==> config.mk <==
export PLATFORM = sky130hd
export DESIGN_NAME = fb_scanout
export DESIGN_NICKNAME = d
export VERILOG_FILES = /design/src/rtl/fb_scanout.sv
export SDC_FILE = /design/constraint.sdc
export NUM_CORES = 1
export LEC_CHECK = 0
export ABC_AREA = 1
export CAP_MARGIN = 15
export CORE_ASPECT_RATIO = 0.5
export CORE_MARGIN = 2
export CORE_UTILIZATION = 45
export DETAILED_ROUTE_END_ITERATION = 16
export DONT_BUFFER_PORTS = 1
export PLACE_DENSITY = 0.7
export SLEW_MARGIN = 25
export SYNTH_ARGS = -nofsm -noshare
export SYNTH_HDL_FRONTEND = slang
export SYNTH_SLANG_ARGS = --single-unit
==> constraint.sdc <==
create_clock -name pixel_clk_in -period 3.63 [get_ports pixel_clk_in]
set_input_delay 0.1815 -clock pixel_clk_in [delete_from_list [all_inputs] [get_ports pixel_clk_in]]
set_output_delay 0.1815 -clock pixel_clk_in [all_outputs]
set_load 0.01 [all_outputs]
==> src/rtl/fb_scanout.sv <==
// rtl/fb_scanout.sv - double-buffered RGB565 framebuffer scanout with integer upscale and sync alignment
// Optional FB_SCANOUT_TEST_PATTERN_EN adds pattern_en_in, which selects 8 vertical colour bars.
module fb_scanout #(
  parameter int ACTIVE_H_PIXELS = 1280,
  parameter int ACTIVE_LINES    = 720,
  parameter int TOTAL_WIDTH     = 1650,
  parameter int TOTAL_LINES     = 750,
  parameter int LOG2_SCALE      = 2,
  parameter int BRAM_LATENCY    = 2,
  localparam int FB_W    = ACTIVE_H_PIXELS >> LOG2_SCALE,
  localparam int FB_H    = ACTIVE_LINES >> LOG2_SCALE,
  localparam int FB_SIZE = FB_W * FB_H,
  localparam int HC_W    = $clog2(TOTAL_WIDTH),
  localparam int VC_W    = $clog2(TOTAL_LINES),
  localparam int LB_W    = $clog2(FB_SIZE),
  localparam int ADDR_W  = $clog2(2 * FB_SIZE)
) (
  input  logic              pixel_clk_in,
  input  logic              rst_in,
  input  logic [HC_W-1:0]   hcount_in,
  input  logic [VC_W-1:0]   vcount_in,
  input  logic              hs_in,
  input  logic              vs_in,
  input  logic              ad_in,
  input  logic              nf_in,
  input  logic              swap_req_in,
`ifdef FB_SCANOUT_TEST_PATTERN_EN
  input  logic              pattern_en_in,
`endif
  output logic              swap_ack_out,
  output logic              front_buf_out,
  output logic [ADDR_W-1:0] fb_addr_out,
  input  logic [15:0]       fb_data_in,
  output logic [7:0]        red_out,
  output logic [7:0]        green_out,
  output logic [7:0]        blue_out,
  output logic              hs_out,
  output logic              vs_out,
  output logic              ad_out
);

  localparam int LAT = 2 + BRAM_LATENCY;
  localparam logic [ADDR_W-1:0] FB_SIZE_A = ADDR_W'(FB_SIZE);
  localparam logic [LB_W-1:0]   FB_W_L    = LB_W'(FB_W);
  localparam logic [HC_W-1:0]   H_LAST    = HC_W'(TOTAL_WIDTH - 1);
  localparam logic [VC_W-1:0]   V_LAST    = VC_W'(TOTAL_LINES - 1);
  localparam logic [VC_W-1:0]   V_ACTIVE  = VC_W'(ACTIVE_LINES);

  logic [LB_W-1:0]   line_base;
  logic              front_buf;
  logic              swap_pending;
  logic              do_swap;
  logic              line_end;
  logic              frame_end;
  logic              last_sub_line;
  logic              row_done;
  logic [ADDR_W-1:0] col;
  logic [ADDR_W-1:0] offset;
  logic [ADDR_W-1:0] offset_c;
  logic [ADDR_W-1:0] addr_next;
  logic [LAT-1:0]    hs_d;
  logic [LAT-1:0]    vs_d;
  logic [LAT-1:0]    ad_d;
  logic [4:0]        r5;
  logic [5:0]        g6;
  logic [4:0]        b5;

  assign line_end  = (hcount_in == H_LAST);
  assign frame_end = line_end && (vcount_in == V_LAST);

  generate
    if (LOG2_SCALE > 0) begin : g_sub
      assign last_sub_line = &vcount_in[LOG2_SCALE-1:0];
    end else begin : g_nosub
      assign last_sub_line = 1'b1;
    end
  endgenerate

  // Each framebuffer row is repeated 2**LOG2_SCALE times; advance after its last copy.
  assign row_done = line_end && (vcount_in < V_ACTIVE) && last_sub_line;

  always_ff @(posedge pixel_clk_in or posedge rst_in) begin
    if (rst_in) begin
      line_base <= '0;
    end else if (frame_end) begin
      line_base <= '0;
    end else if (row_done) begin
      line_base <= line_base + FB_W_L;
    end
  end

  assign col    = ADDR_W'(hcount_in >> LOG2_SCALE);
  assign offset = ADDR_W'(line_base) + col;
  // Blanking positions can run past the buffer end; fold them to 0 so the address stays in range.
  assign offset_c  = (offset >= FB_SIZE_A) ? '0 : offset;
  assign addr_next = (front_buf ? FB_SIZE_A : '0) + offset_c;

  assign do_swap = nf_in && (swap_pending || swap_req_in);

  always_ff @(posedge pixel_clk_in or posedge rst_in) begin
    if (rst_in) begin
      front_buf    <= 1'b0;
      swap_pending <= 1'b0;
      swap_ack_out <= 1'b0;
    end else begin
      swap_ack_out <= do_swap;
      if (do_swap) begin
        front_buf    <= ~front_buf;
        swap_pending <= 1'b0;
      end else if (swap_req_in) begin
        swap_pending <= 1'b1;
      end
    end
  end

  assign front_buf_out = front_buf;

  always_ff @(posedge pixel_clk_in or posedge rst_in) begin
    if (rst_in) begin
      fb_addr_out <= '0;
      hs_d        <= '0;
      vs_d        <= '0;
      ad_d        <= '0;
    end else begin
      fb_addr_out <= addr_next;
      hs_d        <= {hs_d[LAT-2:0], hs_in};
      vs_d        <= {vs_d[LAT-2:0], vs_in};
      ad_d        <= {ad_d[LAT-2:0], ad_in};
    end
  end

  assign hs_out = hs_d[LAT-1];
  assign vs_out = vs_d[LAT-1];
  assign ad_out = ad_d[LAT-1];

`ifdef FB_SCANOUT_TEST_PATTERN_EN
  localparam int BAR_W = HC_W + 3;

  logic [2:0]            bar_now;
  logic [2:0]            bar_d [BRAM_LATENCY+1];
  logic [BRAM_LATENCY:0] pat_d;

  assign bar_now = 3'({hcount_in, 3'b000} / BAR_W'(ACTIVE_H_PIXELS));

  // Bar index and enable travel alongside the BRAM read so they meet the data at the output stage.
  always_ff @(posedge pixel_clk_in or posedge rst_in) begin
    if (rst_in) begin
      for (int i = 0; i <= BRAM_LATENCY; i++) begin
        bar_d[i] <= '0;
      end
      pat_d <= '0;
    end else begin
      bar_d[0] <= bar_now;
      for (int i = 1; i <= BRAM_LATENCY; i++) begin
        bar_d[i] <= bar_d[i-1];
      end
      pat_d <= {pat_d[BRAM_LATENCY-1:0], pattern_en_in};
    end
  end
`endif

  assign r5 = fb_data_in[15:11];
  assign g6 = fb_data_in[10:5];
  assign b5 = fb_data_in[4:0];

  always_ff @(posedge pixel_clk_in or posedge rst_in) begin
    if (rst_in) begin
      red_out   <= '0;
      green_out <= '0;
      blue_out  <= '0;
    end else if (!ad_d[LAT-2]) begin
      red_out   <= '0;
      green_out <= '0;
      blue_out  <= '0;
`ifdef FB_SCANOUT_TEST_PATTERN_EN
    end else if (pat_d[BRAM_LATENCY]) begin
      red_out   <= {8{bar_d[BRAM_LATENCY][2]}};
      green_out <= {8{bar_d[BRAM_LATENCY][1]}};
      blue_out  <= {8{bar_d[BRAM_LATENCY][0]}};
`endif
    end else begin
      red_out   <= {r5, r5[4:2]};
      green_out <= {g6, g6[5:4]};
      blue_out  <= {b5, b5[4:2]};
    end
  end

endmodule

# After elaboration in Yosys (flattened, before gate mapping)
# Cells that the tools add are included.
# op_classes
addsub	3
n_lt_le_gt_ge	2
n_eq_ne	2
n_mux	9
bitwise_logic	1
reduce_logical	8
# op_table
operator	n
$mux W16	3
$mux W8	3
$add A16 B17 Y17	1
$add A16 B9 Y17	1
$ge A17 B16 Y1 const B	1
$mux W17	1
$add A16 B9 Y16 const B	1
$eq A11 B11 Y1 const B	1
$eq A10 B10 Y1 const B	1
$lt A10 B10 Y1 const B	1
$logic_and A1 B1 Y1	4
$reduce_bool A2 Y1	2
$mux W1	2
$reduce_and A2 Y1	1
$logic_or A1 B1 Y1	1
$not A1 Y1	1
# totals
regBits	72
output_inout_bits	46
elab_cells	36

# Depth between registers and ports, before layout
# logic_depth
ltp_word	5
ltp_mapped	20
depth_no_buf	19

# Worst setup path after synthesis
# No wires, ideal clock.
# synth_path
path_type	register to register
startpoint	reg line_base[8]
endpoint	reg fb_addr_out[15]
setup_time_ps	116
arrival_time_ps	2441
required_time_ps	3514
setup_slack_ps	1073
path_stages_with_launch	18
synth_period_minus_slack_ps	2557
path_cell_list	dfrtp_1 > ha_1 > inv_1 > nand2_2 > nand3_1 > nand2_1 > nand4_4 > inv_2 > nand2_4 > nand2_1 > buf_2 > nor3_1 > ha_1 > inv_1 > nor3_1 > nand2_1 > nand3_1 > nand2_1
# synth_between
elab_chain_cells	4
# synth_lines
item	line_no	rtl
start: declaration	49	logic [LB_W-1:0] line_base;
start signal: assignment	88	line_base <= line_base + FB_W_L;
$add A16 B9 Y17 (*)	93	assign offset = ADDR_W'(line_base) + col;
$ge A17 B16 Y1	95	assign offset_c = (offset >= FB_SIZE_A) ? '0 : offset;
$mux W17 (*)	95	
$add A16 B17 Y17 (*)	96	assign addr_next = (front_buf ? FB_SIZE_A : '0) + offset_c;
named net addr_next[15]	60	logic [ADDR_W-1:0] addr_next;
end signal: assignment	125	fb_addr_out <= addr_next;
end: declaration	32	output logic [ADDR_W-1:0] fb_addr_out,
# The timed path passes the listed nets; every way through them passes the cells marked *.
# A chain may end at the register's enable or synchronous reset.

# Worst setup path after layout
# layout_path
startpoint	reg line_base[8]
endpoint	reg fb_addr_out[14]
# The elaborated chain is that of the path after synthesis.

==> run metrics <==
Sink Count 58; fin crit period 2.95 ns; synthesis-stage register bit count 58; R2R cell count 18; worst reg2reg endpoint fb_addr_out[14]; WL final 5830 um; status finished, final reports clean; Tightest Hold Check Type in -> reg; reg2reg setup slack 0.68 ns; io pins 90; post-CTS sizing 0; Worst path slowest cell dfrtp_1; die area 7190 sq um; area grow syn2layout 20.4%; Hold EP fb_addr_out[2]; CTS root buf clkbuf_16; Synth area leader dfrtp_1; crit share post-route 81.4%; final hold slack 0.0585 ns; drt initial violations 79; cell count after placement 399; Longest Clk Path Bufs 2; Syn Area/Cell 9.07 sq um; gr ovfl total 0; routed via count 2,090; Setup-failing EPs final 0; largest net degree at the start of global routing 31; gpl congestion 0.871; share of cells above drive strength 1 15.6%; Clock transition at path regs 0.05 ns; Worst Path Max Fanout 12; Final HPWL DP 4190 um; htree depth 3; CTS tree done; Setup TNS Final 0 ns; TritonCTS buffer count 9; CP Cell Sequence ha_1 -> inv_1 -> nand2_2 -> nand3_1 -> nand2_1 -> nand4_4 -> inv_2 -> nand2_4 -> nand2_1 -> nor2_1 -> ha_1 -> inv_1 -> nor2_1 -> nand2_1 -> inv_1 -> nand2_1 -> nand3_1 -> nand2_1; Critical Path AT 3.16 ns; Slew HR 60.3%; crit path launch type register; post-synth top area share 49.7%; antenna violations before repair 0; DRC 0; Setup crit end kind register; Initial Util 47.2%; Crit path top cell by count nand2_1; global-route wire length before repair 10000 um; die height 61.0 um; Main synth FF type dfrtp_1; max incr delay on CP 0.42 ns; required time of the critical path 3.83 ns; Peak VDD IR 0.202 mV; core area 6180 sq um; library cells used by synthesis 37; Max Cap Violations 0; antenna cell count 0; Fin. Hold Viols 0; EDFF count, synth 0; Syn Inst Count 322; Synth warnings 0; vias per cell 4.74; count of pins over their slew limit 0; Clock Skew 0.00439 ns; sequential-to-total area share from yosys stat 49.7%; Synth Net Count 375; IO Port Bufs 0; Setup Crit Path Kind reg -> reg; router iterations before antenna repair 6; largest cells by area after synthesis dfrtp_1, inv_1, nand2_1, ha_1, nor2_1; Static Leak 1.83 nW; Synth async-reset ratio 100%; vias in the first global route 2,165; post-route ant nets 0; Worst Hold Depth 2; RSZ-0062 raised after global routing no; Worst Tran Pin Value 0.595 ns; Die W 118 um; Pwr Density 484 nW/um^2; Post-Syn Area 2920 sq um; FF-to-FF Start line_base[8]; Synth top cells by count dfrtp_1, inv_1, nand2_1; fmax 0.339 GHz; Clk Latency, worst-skew pair 0.32 ns; WL/cell 13.2 um; filler-free cell count of the finished design 441; worst hold start hcount_in[4]; Total GRT Usage 18.0%; nets 401; number of cell rows 20
[what timing repair did]
item                                   in CTS  in global routing
hold buffers                               26                  0
endpoints found under the hold margin      53                  0
buffers inserted                            0                  0
[sequential cells by signal (all words and copies together) (netlist names)]
| register | flops |
|---|---|
| swap_pending | 1 |
| fb_addr_out | 17 |
| green_out | 6 |
| line_base | 10 |
| blue_out | 5 |
| vs_d | 4 |
| hs_d | 4 |
| red_out | 5 |
| front_buf_out | 1 |
| swap_ack_out | 1 |
| ad_d | 4 |
[critical path: cells and delay by family, from the launching register on]
kind	cells	cell delay [ns]
AND/OR/NAND/NOR	12	1.39
buffers and inverters	4	0.31
flip-flops	1	0.42
adder cells (fa/ha/maj)	2	0.68
[stage by stage]
stage | instance area (sq um) | power, W | util [%] | worst slack [ns]
floorplan | 2920 | 0.000843 | - | 1.07
global placement | 2960 | 0.000862 | 47.9 | 0.848
detailed placement | 2960 | 0.000870 | 47.9 | 0.687
CTS | 3510 | 0.00172 | 56.9 | 0.680
global route | 3510 | 0.00178 | 56.9 | 0.334
finish | 3510 | 0.00170 | 56.9 | 0.677
[worst max-delay path by stage]
stage          cells past startpoint         endpoint    startpoint
2_1_floorplan                     17  fb_addr_out[15]  line_base[8]
3_3_place_gp                      18  fb_addr_out[14]  line_base[7]
3_5_place_dp                      18  fb_addr_out[14]  line_base[8]
4_1_cts                           17  fb_addr_out[14]  line_base[8]
5_1_grt                           17  fb_addr_out[14]  line_base[8]
6_report                          18  fb_addr_out[14]  line_base[8]
[power breakdown]
| part | leakage (nW) | internal [W] | switching, W |
|---|---|---|---|
| Combinational | 0.955 | 0.0000549 | 0.0000733 |
| Sequential | 0.725 | 0.000695 | 0.0000589 |
| Clock | 0.149 | 0.000546 | 0.000274 |
| Total | 1.83 | 0.00130 | 0.000406 |
[cell usage in the layout, fill, tap and decap left out, types with 2 or more instances in the layout]
cell	instances
dfrtp_1	58
inv_1	57
nand2_1	54
nor2_1	26
dlygate4sd3_1	26
nand3_1	19
a21oi_1	10
nand2_2	9
ha_1	9
clkbuf_16	9
inv_2	7
o21ai_0	7
nand4_1	6
xor2_1	6
nor3_1	5
nor2_4	4
nor2_2	4
nand3_2	3
nand3_4	3
clkinv_2	3
nand4_4	2
nor4_1	2
o21ai_1	2
nor3b_1	2
nand3b_1	2
nand2_4	2
[per-layer routing]
| layer | track usage, % | vias to the layer above | share of wire (%) |
|---|---|---|---|
| met5 | 0 | - | 0 |
| met4 | 6.88 | 0 | 1.4 |
| met3 | 4.89 | 7 | 5.0 |
| met2 | 33.6 | 62 | 49 |
| met1 | 20.8 | 969 | 44 |
| li1 | - | 1052 | - |
[area by class of cell]
class                           count  area, sq um
Tap cell                           88          110
Clock inverter                      5         53.8
Fill cell                         539         2670
Clock buffer                       11          243
Multi-Input combinational cell    188         1150
Sequential cell                    58         1450
Timing Repair Buffer               27          268
Inverter                           64          240
[kinds of logic after synthesis]
| logic type | count (synthesis) | share of synthesized area [%] |
|---|---|---|
| AOI/OAI and AO/OA | 23 | 4.28 |
| xor gates and xnor gates | 7 | 2.10 |
| adders and majority gates | 9 | 3.86 |
| buffers and inverters | 76 | 11.0 |
| DFF | 58 | 49.7 |
| and+or+nand+nor | 149 | 29.1 |
(Power assumes the default switching activity.)
